File: config.mk
export PLATFORM = sky130hd
export DESIGN_NAME = ps2_kb_decoder
export DESIGN_NICKNAME = d
export VERILOG_FILES = /design/src/rtl/kb_pkg.sv /design/src/rtl/ps2_frame_rx.sv /design/src/rtl/ps2_kb_decoder.sv
export SDC_FILE = /design/constraint.sdc
export NUM_CORES = 1
export LEC_CHECK = 0
export ABC_AREA = 1
export CORE_MARGIN = 2
export CORE_UTILIZATION = 60
export DETAILED_ROUTE_END_ITERATION = 10
export GPL_ROUTABILITY_DRIVEN = 0
export PLACE_DENSITY = 0.83
export SYNTH_ARGS = -nofsm -noshare
export SYNTH_HDL_FRONTEND = slang
export SYNTH_SLANG_ARGS = --single-unit
File: constraint.sdc
create_clock -name clk -period 2 [get_ports clk]
set_input_delay 0.4 -clock clk [delete_from_list [all_inputs] [get_ports clk]]
set_output_delay 0.4 -clock clk [all_outputs]
set_load 0.05 [all_outputs]
File: src/rtl/kb_pkg.sv
// Shared constants, decoder state encoding and the shift-aware scan-code lookup
// used by the PS/2 keyboard decoder.
package kb_pkg;

    localparam logic [7:0] PS2_EXT    = 8'hE0;
    localparam logic [7:0] PS2_BRK    = 8'hF0;
    localparam logic [7:0] PS2_LSHIFT = 8'h12;
    localparam logic [7:0] PS2_RSHIFT = 8'h59;

    typedef enum logic [1:0] {
        DEC_NORMAL    = 2'd0,
        DEC_BREAK     = 2'd1,
        DEC_EXT       = 2'd2,
        DEC_EXT_BREAK = 2'd3
    } dec_state_e;

    typedef enum logic {
        RX_IDLE  = 1'b0,
        RX_SHIFT = 1'b1
    } rx_state_e;

    // US layout, set 2 make codes; zero means "no event for this code".
    function automatic logic [7:0] scan_to_ascii(input logic [7:0] code, input logic shift);
        logic [7:0] res;
        res = 8'h00;
        case (code)
            8'h1C: res = shift ? "A" : "a";
            8'h32: res = shift ? "B" : "b";
            8'h21: res = shift ? "C" : "c";
            8'h23: res = shift ? "D" : "d";
            8'h24: res = shift ? "E" : "e";
            8'h2B: res = shift ? "F" : "f";
            8'h34: res = shift ? "G" : "g";
            8'h33: res = shift ? "H" : "h";
            8'h43: res = shift ? "I" : "i";
            8'h3B: res = shift ? "J" : "j";
            8'h42: res = shift ? "K" : "k";
            8'h4B: res = shift ? "L" : "l";
            8'h3A: res = shift ? "M" : "m";
            8'h31: res = shift ? "N" : "n";
            8'h44: res = shift ? "O" : "o";
            8'h4D: res = shift ? "P" : "p";
            8'h15: res = shift ? "Q" : "q";
            8'h2D: res = shift ? "R" : "r";
            8'h1B: res = shift ? "S" : "s";
            8'h2C: res = shift ? "T" : "t";
            8'h3C: res = shift ? "U" : "u";
            8'h2A: res = shift ? "V" : "v";
            8'h1D: res = shift ? "W" : "w";
            8'h22: res = shift ? "X" : "x";
            8'h35: res = shift ? "Y" : "y";
            8'h1A: res = shift ? "Z" : "z";
            8'h45: res = shift ? ")" : "0";
            8'h16: res = shift ? "!" : "1";
            8'h1E: res = shift ? "@" : "2";
            8'h26: res = shift ? "#" : "3";
            8'h25: res = shift ? "$" : "4";
            8'h2E: res = shift ? "%" : "5";
            8'h36: res = shift ? "^" : "6";
            8'h3D: res = shift ? "&" : "7";
            8'h3E: res = shift ? "*" : "8";
            8'h46: res = shift ? "(" : "9";
            8'h29: res = 8'h20;
            8'h5A: res = 8'h0D;
            8'h66: res = 8'h08;
            default: res = 8'h00;
        endcase
        return res;
    endfunction

endpackage

File: src/rtl/ps2_frame_rx.sv
// PS/2 frame receiver: pin synchronizers, falling-edge detect, 11-bit frame
// capture with odd-parity/stop checking and a mid-frame inactivity timeout.
module ps2_frame_rx
    import kb_pkg::*;
#(
    parameter int TIMEOUT_CYCLES = 50000,
    parameter int SYNC_STAGES    = 2
) (
    input  logic       clk,
    input  logic       rstn,
    input  logic       ps2_clk,
    input  logic       ps2_data,
    output logic       byte_valid,
    output logic [7:0] byte_data,
    output logic       frame_err
);

    localparam int TW = (TIMEOUT_CYCLES > 2) ? $clog2(TIMEOUT_CYCLES) : 1;
    localparam logic [TW-1:0] TMO_LAST = TW'(TIMEOUT_CYCLES - 1);

    logic [SYNC_STAGES-1:0] clk_sync_q, clk_sync_d;
    logic [SYNC_STAGES-1:0] dat_sync_q, dat_sync_d;
    logic                   clk_prev_q, clk_prev_d;
    rx_state_e              state_q, state_d;
    logic [3:0]             bit_cnt_q, bit_cnt_d;
    logic [7:0]             shreg_q, shreg_d;
    logic                   par_q, par_d;
    logic [TW-1:0]          tmo_q, tmo_d;
    logic                   byte_valid_q, byte_valid_d;
    logic                   frame_err_q, frame_err_d;

    logic clk_s, data_s, fall, good;

    assign clk_s  = clk_sync_q[SYNC_STAGES-1];
    assign data_s = dat_sync_q[SYNC_STAGES-1];
    assign fall   = clk_prev_q & ~clk_s;
    assign good   = (^{shreg_q, par_q}) & data_s;

    always_comb begin
        clk_sync_d   = {clk_sync_q[SYNC_STAGES-2:0], ps2_clk};
        dat_sync_d   = {dat_sync_q[SYNC_STAGES-2:0], ps2_data};
        clk_prev_d   = clk_s;
        state_d      = state_q;
        bit_cnt_d    = bit_cnt_q;
        shreg_d      = shreg_q;
        par_d        = par_q;
        tmo_d        = tmo_q;
        byte_valid_d = 1'b0;
        frame_err_d  = 1'b0;
        case (state_q)
            RX_IDLE: begin
                tmo_d = '0;
                if (fall && !data_s) begin
                    state_d   = RX_SHIFT;
                    bit_cnt_d = 4'd0;
                end
            end
            RX_SHIFT: begin
                if (fall) begin
                    tmo_d = '0;
                    if (bit_cnt_q < 4'd8) begin
                        shreg_d   = {data_s, shreg_q[7:1]};
                        bit_cnt_d = bit_cnt_q + 4'd1;
                    end else if (bit_cnt_q == 4'd8) begin
                        par_d     = data_s;
                        bit_cnt_d = bit_cnt_q + 4'd1;
                    end else begin
                        state_d      = RX_IDLE;
                        byte_valid_d = good;
                        frame_err_d  = ~good;
                    end
                end else if (tmo_q == TMO_LAST) begin
                    state_d     = RX_IDLE;
                    tmo_d       = '0;
                    frame_err_d = 1'b1;
                end else begin
                    tmo_d = tmo_q + TW'(1);
                end
            end
            default: state_d = RX_IDLE;
        endcase
    end

    always_ff @(posedge clk or negedge rstn) begin
        if (!rstn) begin
            clk_sync_q   <= '1;
            dat_sync_q   <= '1;
            clk_prev_q   <= 1'b1;
            state_q      <= RX_IDLE;
            bit_cnt_q    <= 4'd0;
            shreg_q      <= 8'h00;
            par_q        <= 1'b0;
            tmo_q        <= '0;
            byte_valid_q <= 1'b0;
            frame_err_q  <= 1'b0;
        end else begin
            clk_sync_q   <= clk_sync_d;
            dat_sync_q   <= dat_sync_d;
            clk_prev_q   <= clk_prev_d;
            state_q      <= state_d;
            bit_cnt_q    <= bit_cnt_d;
            shreg_q      <= shreg_d;
            par_q        <= par_d;
            tmo_q        <= tmo_d;
            byte_valid_q <= byte_valid_d;
            frame_err_q  <= frame_err_d;
        end
    end

    assign byte_valid = byte_valid_q;
    assign byte_data  = shreg_q;
    assign frame_err  = frame_err_q;

endmodule

File: src/rtl/ps2_kb_decoder.sv
// PS/2 keyboard decoder top: make/break/extended tracking, shift state and the
// registered key-press event outputs feeding the text-mode logic.
module ps2_kb_decoder
    import kb_pkg::*;
#(
    parameter int TIMEOUT_CYCLES = 50000,
    parameter int SYNC_STAGES    = 2
) (
    input  logic       clk,
    input  logic       rstn,
    input  logic       ps2_clk,
    input  logic       ps2_data,
    output logic       kb_valid,
    output logic [7:0] ascii_code,
    output logic [7:0] scan_code,
    output logic       frame_err
);

    logic       byte_valid;
    logic [7:0] byte_data;
    logic       rx_err;

    ps2_frame_rx #(
        .TIMEOUT_CYCLES(TIMEOUT_CYCLES),
        .SYNC_STAGES   (SYNC_STAGES)
    ) u_rx (
        .clk       (clk),
        .rstn      (rstn),
        .ps2_clk   (ps2_clk),
        .ps2_data  (ps2_data),
        .byte_valid(byte_valid),
        .byte_data (byte_data),
        .frame_err (rx_err)
    );

    dec_state_e state_q, state_d;
    logic       shift_q, shift_d;
    logic       kb_valid_q, kb_valid_d;
    logic [7:0] ascii_q, ascii_d;
    logic [7:0] scan_q, scan_d;
    logic [7:0] lut;
    logic       is_shift;

    assign lut      = scan_to_ascii(byte_data, shift_q);
    assign is_shift = (byte_data == PS2_LSHIFT) || (byte_data == PS2_RSHIFT);

    always_comb begin
        state_d    = state_q;
        shift_d    = shift_q;
        kb_valid_d = 1'b0;
        ascii_d    = ascii_q;
        scan_d     = scan_q;
        if (rx_err) begin
            state_d = DEC_NORMAL;
        end else if (byte_valid) begin
            case (state_q)
                DEC_NORMAL: begin
                    if (byte_data == PS2_EXT) begin
                        state_d = DEC_EXT;
                    end else if (byte_data == PS2_BRK) begin
                        state_d = DEC_BREAK;
                    end else if (is_shift) begin
                        shift_d = 1'b1;
                    end else if (lut != 8'h00) begin
                        kb_valid_d = 1'b1;
                        scan_d     = byte_data;
                        ascii_d    = lut;
                    end
                end
                DEC_BREAK: begin
                    if (is_shift) shift_d = 1'b0;
                    state_d = DEC_NORMAL;
                end
                // Extended keys are swallowed; only their break prefix needs tracking.
                DEC_EXT: state_d = (byte_data == PS2_BRK) ? DEC_EXT_BREAK : DEC_NORMAL;
                default: state_d = DEC_NORMAL;
            endcase
        end
    end

    always_ff @(posedge clk or negedge rstn) begin
        if (!rstn) begin
            state_q    <= DEC_NORMAL;
            shift_q    <= 1'b0;
            kb_valid_q <= 1'b0;
            ascii_q    <= 8'h00;
            scan_q     <= 8'h00;
        end else begin
            state_q    <= state_d;
            shift_q    <= shift_d;
            kb_valid_q <= kb_valid_d;
            ascii_q    <= ascii_d;
            scan_q     <= scan_d;
        end
    end

    assign kb_valid   = kb_valid_q;
    assign ascii_code = ascii_q;
    assign scan_code  = scan_q;
    assign frame_err  = rx_err;

endmodule

# --- Word level (Yosys, flattened, before mapping) ---
# Cells that the tools add are included.
# Widths: inputs -> output; s select.
classes:
  n_mux: 78
  add_sub_neg: 2
  bitwise: 10
  n_reduce_logical: 14
  eq_ne: 55
  order_cmp: 1
ops:
  columns: ["operator", "n"]
  rows:
  - ["$pmux 7 s39", 1]
  - ["$eq 8x6->1 const B", 23]
  - ["$mux 6", 26]
  - ["$eq 8x7->1 const B", 10]
  - ["$eq 8x5->1 const B", 8]
  - ["$mux 5", 8]
  - ["$mux 16", 2]
  - ["$pmux 16 s2", 1]
  - ["$mux 1", 25]
  - ["$add 16x1->16 const B", 1]
  - ["$eq 16x16->1 const B", 1]
  - ["$eq 8x8->1 const B", 2]
  - ["$mux 4", 4]
  - ["$mux 7", 2]
  - ["$reduce_and 7->1", 2]
  - ["$mux 2", 5]
  - ["$ne 2x2->1 const B", 5]
  - ["$reduce_xor 9->1", 1]
  - ["$not 1->1", 8]
  - ["$pmux 4 s2", 1]
  - ["$reduce_bool 8->1", 1]
  - ["$reduce_and 3->1", 2]
  - ["$add 4x1->4 const B", 1]
  - ["$eq 4x4->1 const B", 1]
  - ["other kinds (16)", 19]
totals:
  input_bits: 4
  elab_cells: 175
  register_bits: 57

# --- Logic depth before layout (Yosys ltp) ---
depth:
  ltp_word: 10
  mapped_depth: 15
  depth_no_buf: 12

# --- Cells and area by module ---
# A second synthesis with hierarchy kept.
hier_totals:
  cells_unflattened: 559
  hier_area_um2: 3786.1
by_module_without_submodules:
  columns: ["module", "cells_per_inst", "area_each_um2", "seq_area_each_um2", "n_inst"]
  rows:
  - ["ps2_kb_decoder", 332, 1906.8, 475.5, 1]
  - ["ps2_frame_rx", 227, 1879.3, 932.1, 1]

# --- Worst setup path after synthesis ---
# No wires, ideal clock.
synth_path:
  path_type: "reg2reg"
  start: "register u_rx.shreg_q[4] (netlist: u_rx.byte_data[4])"
  end: "register ascii_q[2] (netlist: ascii_code[2])"
  period_less_slack_ns: 1.821
  n_path_buf: 3
  stages_incl_launch_ff: 16
  t_arrival_ns: 1.702
  path_slack_ns: 0.179
  t_required_ns: 1.881
  path_cell_list: "dfrtp_1 > buf_4 > inv_2 > nand2_1 > nor2_2 > buf_4 > nand2_1 > nand2_1 > nor2_1 > nand2_1 > nor2_4 > nand3_4 > nand2_4 > buf_12 > nand2_2 > nand2_1"
synth_via:
  elab_chain_cells: 4
synth_rtl:
  columns: ["element", "line", "rtl"]
  rows:
  - ["from (decl)", "ps2_frame_rx.sv:26", "logic [7:0] shreg_q, shreg_d;"]
  - ["from (signal assigned)", "ps2_frame_rx.sv:102", "shreg_q <= shreg_d;"]
  - ["$eq 8x7->1 (tied with other cells)", "kb_pkg.sv:26", "case (code)"]
  - ["$pmux 7 s39 / $logic_or 1x1->1 (equally long branches)", "kb_pkg.sv:26, ps2_kb_decoder.sv:45", null]
  - ["$reduce_bool 8->1 / $not 1->1 (equally long branches)", null, null]
  - ["$reduce_and 7->1 (no line)", null, null]
  - ["to (signal assigned)", "ps2_kb_decoder.sv:92", "ascii_q <= ascii_d;"]
  - ["to (decl)", "ps2_kb_decoder.sv:39", "logic [7:0] ascii_q, ascii_d;"]
# Parallel ways exist; a longest one is shown, timed or not.
# A chain may end at the register's enable or synchronous reset.

# --- Final worst setup path ---
layout_path:
  start: "register u_rx.shreg_q[5] (netlist: u_rx.byte_data[5])"
  end: "register ascii_q[1] (netlist: ascii_code[1])"
# Same word-level chain as after synthesis.

==> results.json <==
{
  "status": "completed",
  "multi_input_area_sq_um": 2210,
  "drv_slew": 0,
  "grt_pass1_wl_mm": 15.0,
  "seqCellArea_sq_um": 1410,
  "nets": 595,
  "p_leak_nw": 2.31,
  "worstMarginPinSlew_ns": 0.513,
  "io_pins": 22,
  "grt_pass1_vias": 3466,
  "end_kind": "register",
  "routed_wl_mm": 9.61,
  "cellPowerDensity_nw_per_um2": 753,
  "initial_core_util": 0.626,
  "worstHoldPathType": "in2async",
  "viasPerCell": 5.66,
  "stdcell_count": 664,
  "diodes": 0,
  "synth-edff-count": 0,
  "maxCapViolCount": 0,
  "slowest_delay_ns": 0.39,
  "cts.path.max_buffers": 2,
  "dr.pass1.iters": 5,
  "synthesis.area_sq_um": 3750,
  "cp_slowest_cell": "dfrtp_1",
  "gr-total-overflow": 0,
  "dr.first_iter.drc_count": 224,
  "die_h_um": 83.1,
  "cts_tree": "built",
  "total_power_mw": 3.49,
  "skew_ns": 0.0123,
  "worstReg2RegStart": "u_rx.byte_data[5]",
  "wl_per_cell_um": 14.5,
  "seq_area_frac_synth": 0.375,
  "rsz0062_at_grt": "yes",
  "io_buffers": 20,
  "r2r_slack_ns": 0.03,
  "drc": 0,
  "layout-drive-gt1-share": 0.261,
  "synth_area_per_cell_sq_um": 7.08,
  "yosysWarnings": 0,
  "postSynth.asyncResetShare": 1.00,
  "via_count": 3755,
  "crit_top_cell": "nand2_1",
  "die_x_um": 83.1,
  "final_hold_viol_count": 0,
  "core-area_sq_um": 5990,
  "ant_nets": 0,
  "clkTransAtPathRegs_ns": 0.11,
  "setup_violations": 0,
  "crit_buf_inv": 4,
  "crit_type": "reg2reg",
  "syn-num-nets": 537,
  "worst_r2r_endpoint": "ascii_code[1]",
  "worstPathMaxFanout": 15,
  "maxSlewHeadroom": 0.657,
  "crit_path_start_kind": "register",
  "clock-sinks": 56,
  "dominantRegCellSynth": "dfrtp_1",
  "synth_cells": 530,
  "htreeDepth": 2,
  "numCtsBuffers": 5,
  "reg2reg_depth": 14,
  "critPathTopFamily": "simple AND/OR/NAND/NOR gates",
  "netlist-cell-type-count": 42,
  "worstPathRequired_ns": 2.22,
  "irDropWorstVdd_v": 0.000678,
  "place_inst": 643,
  "die_area_sq_um": 6900,
  "worstPathArrival_ns": 2.19,
  "period_needed_ns": 1.97,
  "crit_path_cell_trace": "inv_1 > buf_4 > nand2_2 > buf_4 > nor2_2 > nand2_1 > nand2_1 > inv_1 > nand3_2 > nor2_4 > nand3_4 > nand2_8 > nand2_1 > nand2_1",
  "clk-insertion-delay-late_ns": 0.32,
  "clockRootBuffer": "clkbuf_8",
  "cp.depth": 14,
  "timing.final.crit_share": 0.983,
  "track_usage": 0.257,
  "grt_max_degree": 57,
  "synth.ff_latch_count": 56,
  "finalSetupTns_ns": 0,
  "fill_cells": 403,
  "antenna_found_initial": 0,
  "num_rows": 28,
  "max_freq_mhz": 509,
  "dpl.hpwl_mm": 6.56,
  "area_growth_pct": 23.7
}
==> layout make-up <==
cell class / instances / area share
timing repair buffer: 67 / 0.137
sequential: 56 / 0.304
clock inverter: 3 / 0.00620
clock buffer: 5 / 0.0148
tap: 75 / 0.0202
multi-input combinational: 409 / 0.477
inverter: 49 / 0.0402
==> cells by family (layout without fill, tap and decap cells) <==
| group | count (synthesis) | after routing | share of synthesized area |
|---|---|---|---|
| flip-flops | 56 | 56 | 0.375 |
| AND/OR/NAND/NOR | 354 | 354 | 0.451 |
| adder cells (fa/ha/maj) | 3 | 3 | 0.0100 |
| other | 1 | 1 | 0.00100 |
| buffers and inverters | 65 | 124 | 0.0817 |
| AO/OA/AOI/OAI | 42 | 42 | 0.0594 |
| XOR/XNOR | 9 | 9 | 0.0210 |
==> metrics by stage <==
stage | hold slack (ns) | setup slack (ns) | utilization | cell area, sq um
floorplan | 0.104 | 0.179 | - | 3750
detailed placement | 0.347 | -0.185 | 0.705 | 4220
global placement | 0.346 | -0.0988 | 0.705 | 4220
global route | 0.0707 | -0.0736 | 0.774 | 4640
CTS | 0.0697 | 0.0123 | 0.724 | 4340
finish | 0.0575 | 0.0337 | 0.774 | 4640
==> placed cells by master, fill, tap and decap left out, types with 4 or more instances in the layout <==
cell | netlist | routed
clkbuf_8 | 0 | 5
nor3_1 | 11 | 9
clkdlybuf4s50_1 | 0 | 19
o21ai_0 | 24 | 24
nand2_1 | 143 | 120
buf_4 | 7 | 40
nand2_4 | 3 | 5
dfstp_2 | 5 | 5
dfrtp_1 | 51 | 48
nor4_1 | 4 | 4
xor2_1 | 7 | 7
inv_2 | 5 | 6
buf_12 | 1 | 4
nand2_2 | 21 | 40
nand3_1 | 65 | 64
a21oi_1 | 11 | 10
inv_1 | 40 | 40
nor2_1 | 69 | 61
nor2_2 | 10 | 12
nand4_1 | 11 | 11
nor2_4 | 8 | 14
==> what timing repair did <==
item,in CTS,in global routing
buffers inserted,0,11
hold buffers,0,0
pin swaps,0,8
resized for setup,5,49
gates cloned,0,2
endpoints found under the hold margin,0,0
endpoints found under the setup margin,17,17
==> flip-flops by register name (all words and copies together) (netlist names) <==
name	flops
scan_code	8
u_rx.byte_valid	1
u_rx.dat_sync_q	2
u_rx.state_q	1
state_q	2
u_rx.clk_prev_q	1
shift_q	1
u_rx.tmo_q	16
kb_valid	1
u_rx.clk_sync_q	2
ascii_code	7
u_rx.byte_data	8
u_rx.frame_err	1
u_rx.par_q	1
u_rx.bit_cnt_q	4
==> worst max path at each step <==
stage	from	to	slack, ns
2_1_floorplan	u_rx.byte_data[4]	ascii_code[2]	0.18
3_3_place_gp	u_rx.byte_data[7]	ascii_code[5]	-0.1
3_5_place_dp	u_rx.byte_data[7]	scan_code[7]	-0.18
4_1_cts	u_rx.byte_data[5]	scan_code[2]	0.01
5_1_grt	u_rx.byte_data[5]	ascii_code[1]	-0.07
6_report	u_rx.byte_data[5]	ascii_code[1]	0.03
==> cells in the mapped netlist (all sizes together) (2+ instances only) <==
library cell	number	area, sq um
nand2	168	722
nor2	87	412
nand3	67	353
dfrtp	51	1280
inv	46	175
o21ai	25	125
buf	12	105
nor3	12	65.1
a21oi	11	55.1
nand4	11	68.8
xor2	7	61.3
dfstp	5	131
clkbuf	4	15.0
nor4	4	25.0
clkinv	3	11.3
ha	3	37.5
nor3b	3	33.8
xnor2	2	17.5
==> where the power goes <==
part	internal, mW	switching (mW)	total, mW
clock network	0.265	0.391	0.656
registers	1.22	0.109	1.33
logic	0.588	0.919	1.51
==> layer usage <==
metal	global-route usage	part of all wire	vias up
met1	0.313	0.40	1709
met3	0.0447	0.057	54
li1	-	-	1827
met2	0.445	0.50	165
met4	0.116	0.048	0
met5	0	0	-
(Power assumes the default switching activity.)
==> edit 1, RTL diff (same flow settings) <==
Remove the register `kb_valid_q`: a continuous assignment takes its place, so the output `kb_valid` follows one clock earlier.
--- a/src/rtl/ps2_kb_decoder.sv
+++ b/src/rtl/ps2_kb_decoder.sv
@@ -82,17 +82,17 @@
         if (!rstn) begin
             state_q    <= DEC_NORMAL;
             shift_q    <= 1'b0;
-            kb_valid_q <= 1'b0;
             ascii_q    <= 8'h00;
             scan_q     <= 8'h00;
         end else begin
             state_q    <= state_d;
             shift_q    <= shift_d;
-            kb_valid_q <= kb_valid_d;
             ascii_q    <= ascii_d;
             scan_q     <= scan_d;
         end
     end
+
+    assign kb_valid_q = kb_valid_d;
 
     assign kb_valid   = kb_valid_q;
     assign ascii_code = ascii_q;
Formal check against the unedited RTL: same outputs for any inputs over 10 cycles, from zero or initial values and one cycle with rstn low; that may be too few to reach the edited logic, so the function may still have changed.
==> edit 1 against the original RTL <==
The flow now finishes with violations (DRC, setup timing). First-iteration DRC count increased to 3.3 times the old value. Cell area rose by 11%. Critical path type is now reg2out. Routed wire length grew 52%. Critical endpoint is now kb_valid. Largest power group unchanged. Largest cell class unchanged. Power increased by 19%. Area after synthesis fell by 0.67%. Maximum frequency shrank 24%. Clock power is 9.1% higher. Non-clock buffer count rose by 54. Sequential cell count is 1 lower. Worst setup slack lost 0.63 ns.
==> edit 1: results (changes against the original RTL) <==
The relative contribution of the clock network to total power came to 17.3% (was 18.8%). The total detailed-routing wirelength is 14640 um (was 9605 um). The least setup slack across all paths after layout is -0.5976 ns (was 0.03375 ns). The cell count after synthesis is 529 (was 530). The violation count after the first detailed-route iteration came out at 745 (was 224). The clock transition at the register clock pins on the worst setup and hold paths after CTS was 0.14 ns (was 0.11 ns). The estimated wirelength of the detail-placed design is 7445 um (was 6559 um). The number of global-route vias before repair came out at 3979 (was 3466).

Most instantiated cells after synthesis: nand2_1, nor2_1, nand3_1 (unchanged). The pin count of the biggest net entering global routing is 56 (was 57). The synthesized-area fraction occupied by ao, oa, aoi and oai cells is 5.979% (was 5.939%). The total iterations of the first detailed-routing run was 11 (was 5). Top cells by area, synth: dfrtp_1, nand2_1, nand3_1, nor2_1, inv_1 (unchanged). The sequential standard cell area is 1390 sq um (was 1411 sq um). The number of gates resized after CTS came to 32 (was 5). The startpoint of the worst-slack reg-to-reg timing path is u_rx.byte_data[0] (was u_rx.byte_data[5]). The total setup buffers inserted after CTS was 27 (was 0). The overall fraction of global-route tracks in use came out at 36.05% (was 25.72%). The number of nets in the finished design came out at 650 (was 595). The total leakage power is 2.568 nW (was 2.311 nW). The adder and majority gate portion of the synthesized area is 1.008% (was 1.001%). The post-synthesis net count came out at 536 (was 537).

The final setup violation count came out at 17 (was 0). The first-pass GRT wire length came to 18640 um (was 14970 um). The source of the critical timing path is u_rx.byte_data[6] (was u_rx.byte_data[5]).

The worst slack at placement came to -0.2191 ns (was -0.1845 ns). The maximum fanout along the worst path was 6 (was 15). The measured slew at the worst slew-check pin came out at 0.5289 ns (was 0.5130 ns). Run status: finished with violations (was finished, final reports clean). The clock latency on the worst-skew pair came out at 0.34 ns (was 0.32 ns).

The worst-path cell with the longest stage delay is dfrtp_2 (was dfrtp_1). The remaining design rule violation count is 9 (was 0). The total placed cells including tap cells is 683 (was 643). The part of the power in combinational logic came to 49.8% (was 43.1%).

The largest stage delay on the critical path is 0.47 ns (was 0.39 ns). The number of fillers in the final layout came out at 278 (was 403). The net switching power is 1.862 mW (was 1.419 mW). The fraction of final layout cells sized beyond drive strength 1 came to 37.58% (was 26.15%). The area after detailed placement is 4539 sq um (was 4224 sq um).

The peak supply drop is 652.6 uV (was 677.9 uV). The share of the yosys chip area belonging to registers is 37.12% (was 37.54%). The checks that failed: DRC, setup timing.

The parity-gate share of the synthesized area counting xor and xnor cells came to 2.116% (was 2.102%). The detail-routed via count per cell is 6.505 (was 5.655).
==> edit 1: path summary, 6_finish.rpt <==
path                                       to  slack, ns  cells past startpoint
max in group asynchronous  u_rx.clk_sync_q[1]       1.65                      2
min in group clk           u_rx.dat_sync_q[1]       0.36                      0
max reg2reg                     ascii_code[2]      -0.20                     13
max                                  kb_valid      -0.60                     13
min reg2reg                u_rx.dat_sync_q[1]       0.36                      0
min                             ascii_code[2]       0.03                      2
==> edit 1: metal layers <==
layer | track usage (%) | vias up | part of all wire [%]
met5 | 0 | - | 0
met4 | 20.49 | 0 | 11
met3 | 6.385 | 199 | 13
met2 | 62.74 | 457 | 44
met1 | 41.73 | 2091 | 33
li1 | - | 1930 | -
==> edit 1: final cells by class <==
type / count / share of cell area, %
Inverter: 49 / 3.794
Clock inverter: 3 / 0.6566
Multi-Input combinational cell: 411 / 45.26
Clock buffer: 5 / 1.338
Timing Repair Buffer: 121 / 20.11
Sequential cell: 55 / 27.02
Tap cell: 75 / 1.824
==> edit 2, RTL diff (same flow settings) <==
Made on the original files. `TIMEOUT_CYCLES` is set to 50000 in 2 places; all go to 100000.
--- a/src/rtl/ps2_frame_rx.sv
+++ b/src/rtl/ps2_frame_rx.sv
@@ -3,7 +3,7 @@
 module ps2_frame_rx
     import kb_pkg::*;
 #(
-    parameter int TIMEOUT_CYCLES = 50000,
+    parameter int TIMEOUT_CYCLES = 100000,
     parameter int SYNC_STAGES    = 2
 ) (
     input  logic       clk,
--- a/src/rtl/ps2_kb_decoder.sv
+++ b/src/rtl/ps2_kb_decoder.sv
@@ -3,7 +3,7 @@
 module ps2_kb_decoder
     import kb_pkg::*;
 #(
-    parameter int TIMEOUT_CYCLES = 50000,
+    parameter int TIMEOUT_CYCLES = 100000,
     parameter int SYNC_STAGES    = 2
 ) (
     input  logic       clk,
Check against the original RTL: no difference found for any inputs over 10 cycles, from zero or initial values and one cycle with rstn low; that may be too few to reach the edited logic, so the function may still have changed.
==> edit 2 against the original RTL <==
Sequential cell count increased by 1. Cell count decreased by 0.60%. Global-route usage increased by 0.88 points. The flow now finishes with violations (setup timing). First-iteration DRC count increased to 2.6 times the old value. Worst setup slack got worse by 0.076 ns. Utilization increased by 1.3 points. Power increased by 15%. Routed wire length increased by 8.7%. Critical endpoint is now ascii_code[4]. Largest cell class unchanged. Non-clock buffer count increased by 1. Area after synthesis decreased by 3.6%. Via count increased by 5.6%. Maximum frequency decreased by 3.7%. Cell area about the same.
==> edit 2: results (changes against the original RTL) <==
The switching fraction of total power is 38.38% (was 40.62%). The clock buffer count in the final layout came out at 11 (was 5). The startpoint of the worst-slack reg-to-reg timing path is u_rx.byte_data[3] (was u_rx.byte_data[5]). The number of synthesized register bits is 57 (was 56). The pin count of the biggest net entering global routing is 58 (was 57). The clock latency on the worst-skew pair is 0.35 ns (was 0.32 ns). The total iterations of the first detailed-routing run is 6 (was 5).

The maximum fanout along the worst path came out at 7 (was 15). The number of nets in the finished design was 587 (was 595). The number of cells in the finished layout apart from fillers is 660 (was 664). The number of global-route vias before repair came to 3171 (was 3466). The final setup violation count came out at 6 (was 0).

The relative contribution of the clock network to total power was 28.4% (was 18.8%). Most instantiated cells after synthesis: nand2_1, nor2_1, nand3_1 (unchanged). Run status: finished with violations (was finished, final reports clean). The number of fillers in the final layout came out at 371 (was 403). The sequential share of power is 33.9% (was 38.1%). The post-synthesis net count is 524 (was 537). The utilization of the core after routing came to 78.76% (was 77.44%). The count of distinct cell types in the synthesized netlist came out at 36 (was 42). The worst slack at placement is -0.08165 ns (was -0.1845 ns). The least setup slack across all paths after layout came out at -0.04182 ns (was 0.03375 ns). The sequential share of cell area is 31.01% (was 30.42%). The layout inverter count without the clock tree is 43 (was 49). The violation count after the first detailed-route iteration is 572 (was 224). The final reports fail on setup timing. The share of the yosys chip area belonging to registers is 39.62% (was 37.54%).
==> edit 2: cells by family (layout without fill, tap and decap cells) <==
| group | Yosys count | count (layout) | synth area share [%] |
|---|---|---|---|
| DFF | 57 | 57 | 39.62 |
| and+or+nand+nor | 347 | 347 | 43.56 |
| AOI/OAI and AO/OA | 41 | 41 | 6.021 |
| other | 1 | 1 | 0.1037 |
| adders and majority gates | 3 | 3 | 1.038 |
| buffers and inverters | 59 | 127 | 7.474 |
| xor gates and xnor gates | 9 | 9 | 2.180 |
==> edit 2: timing repair <==
| item | CTS | global route |
|---|---|---|
| setup buffers | 3 | 14 |
| resized for setup | 6 | 51 |
| cloned | 0 | 1 |
| endpoints found under the setup margin | 16 | 19 |
| hold endpoints to repair | 0 | 0 |
| pin swaps | 0 | 14 |
==> edit 2: metal layers <==
metal	global-route usage, %	share of wire, %	vias to the layer above
met5	0	0	-
met4	10.17	4.7	0
met3	5.165	9.6	76
met2	41.15	46	291
met1	36.98	40	1800
li1	-	-	1800
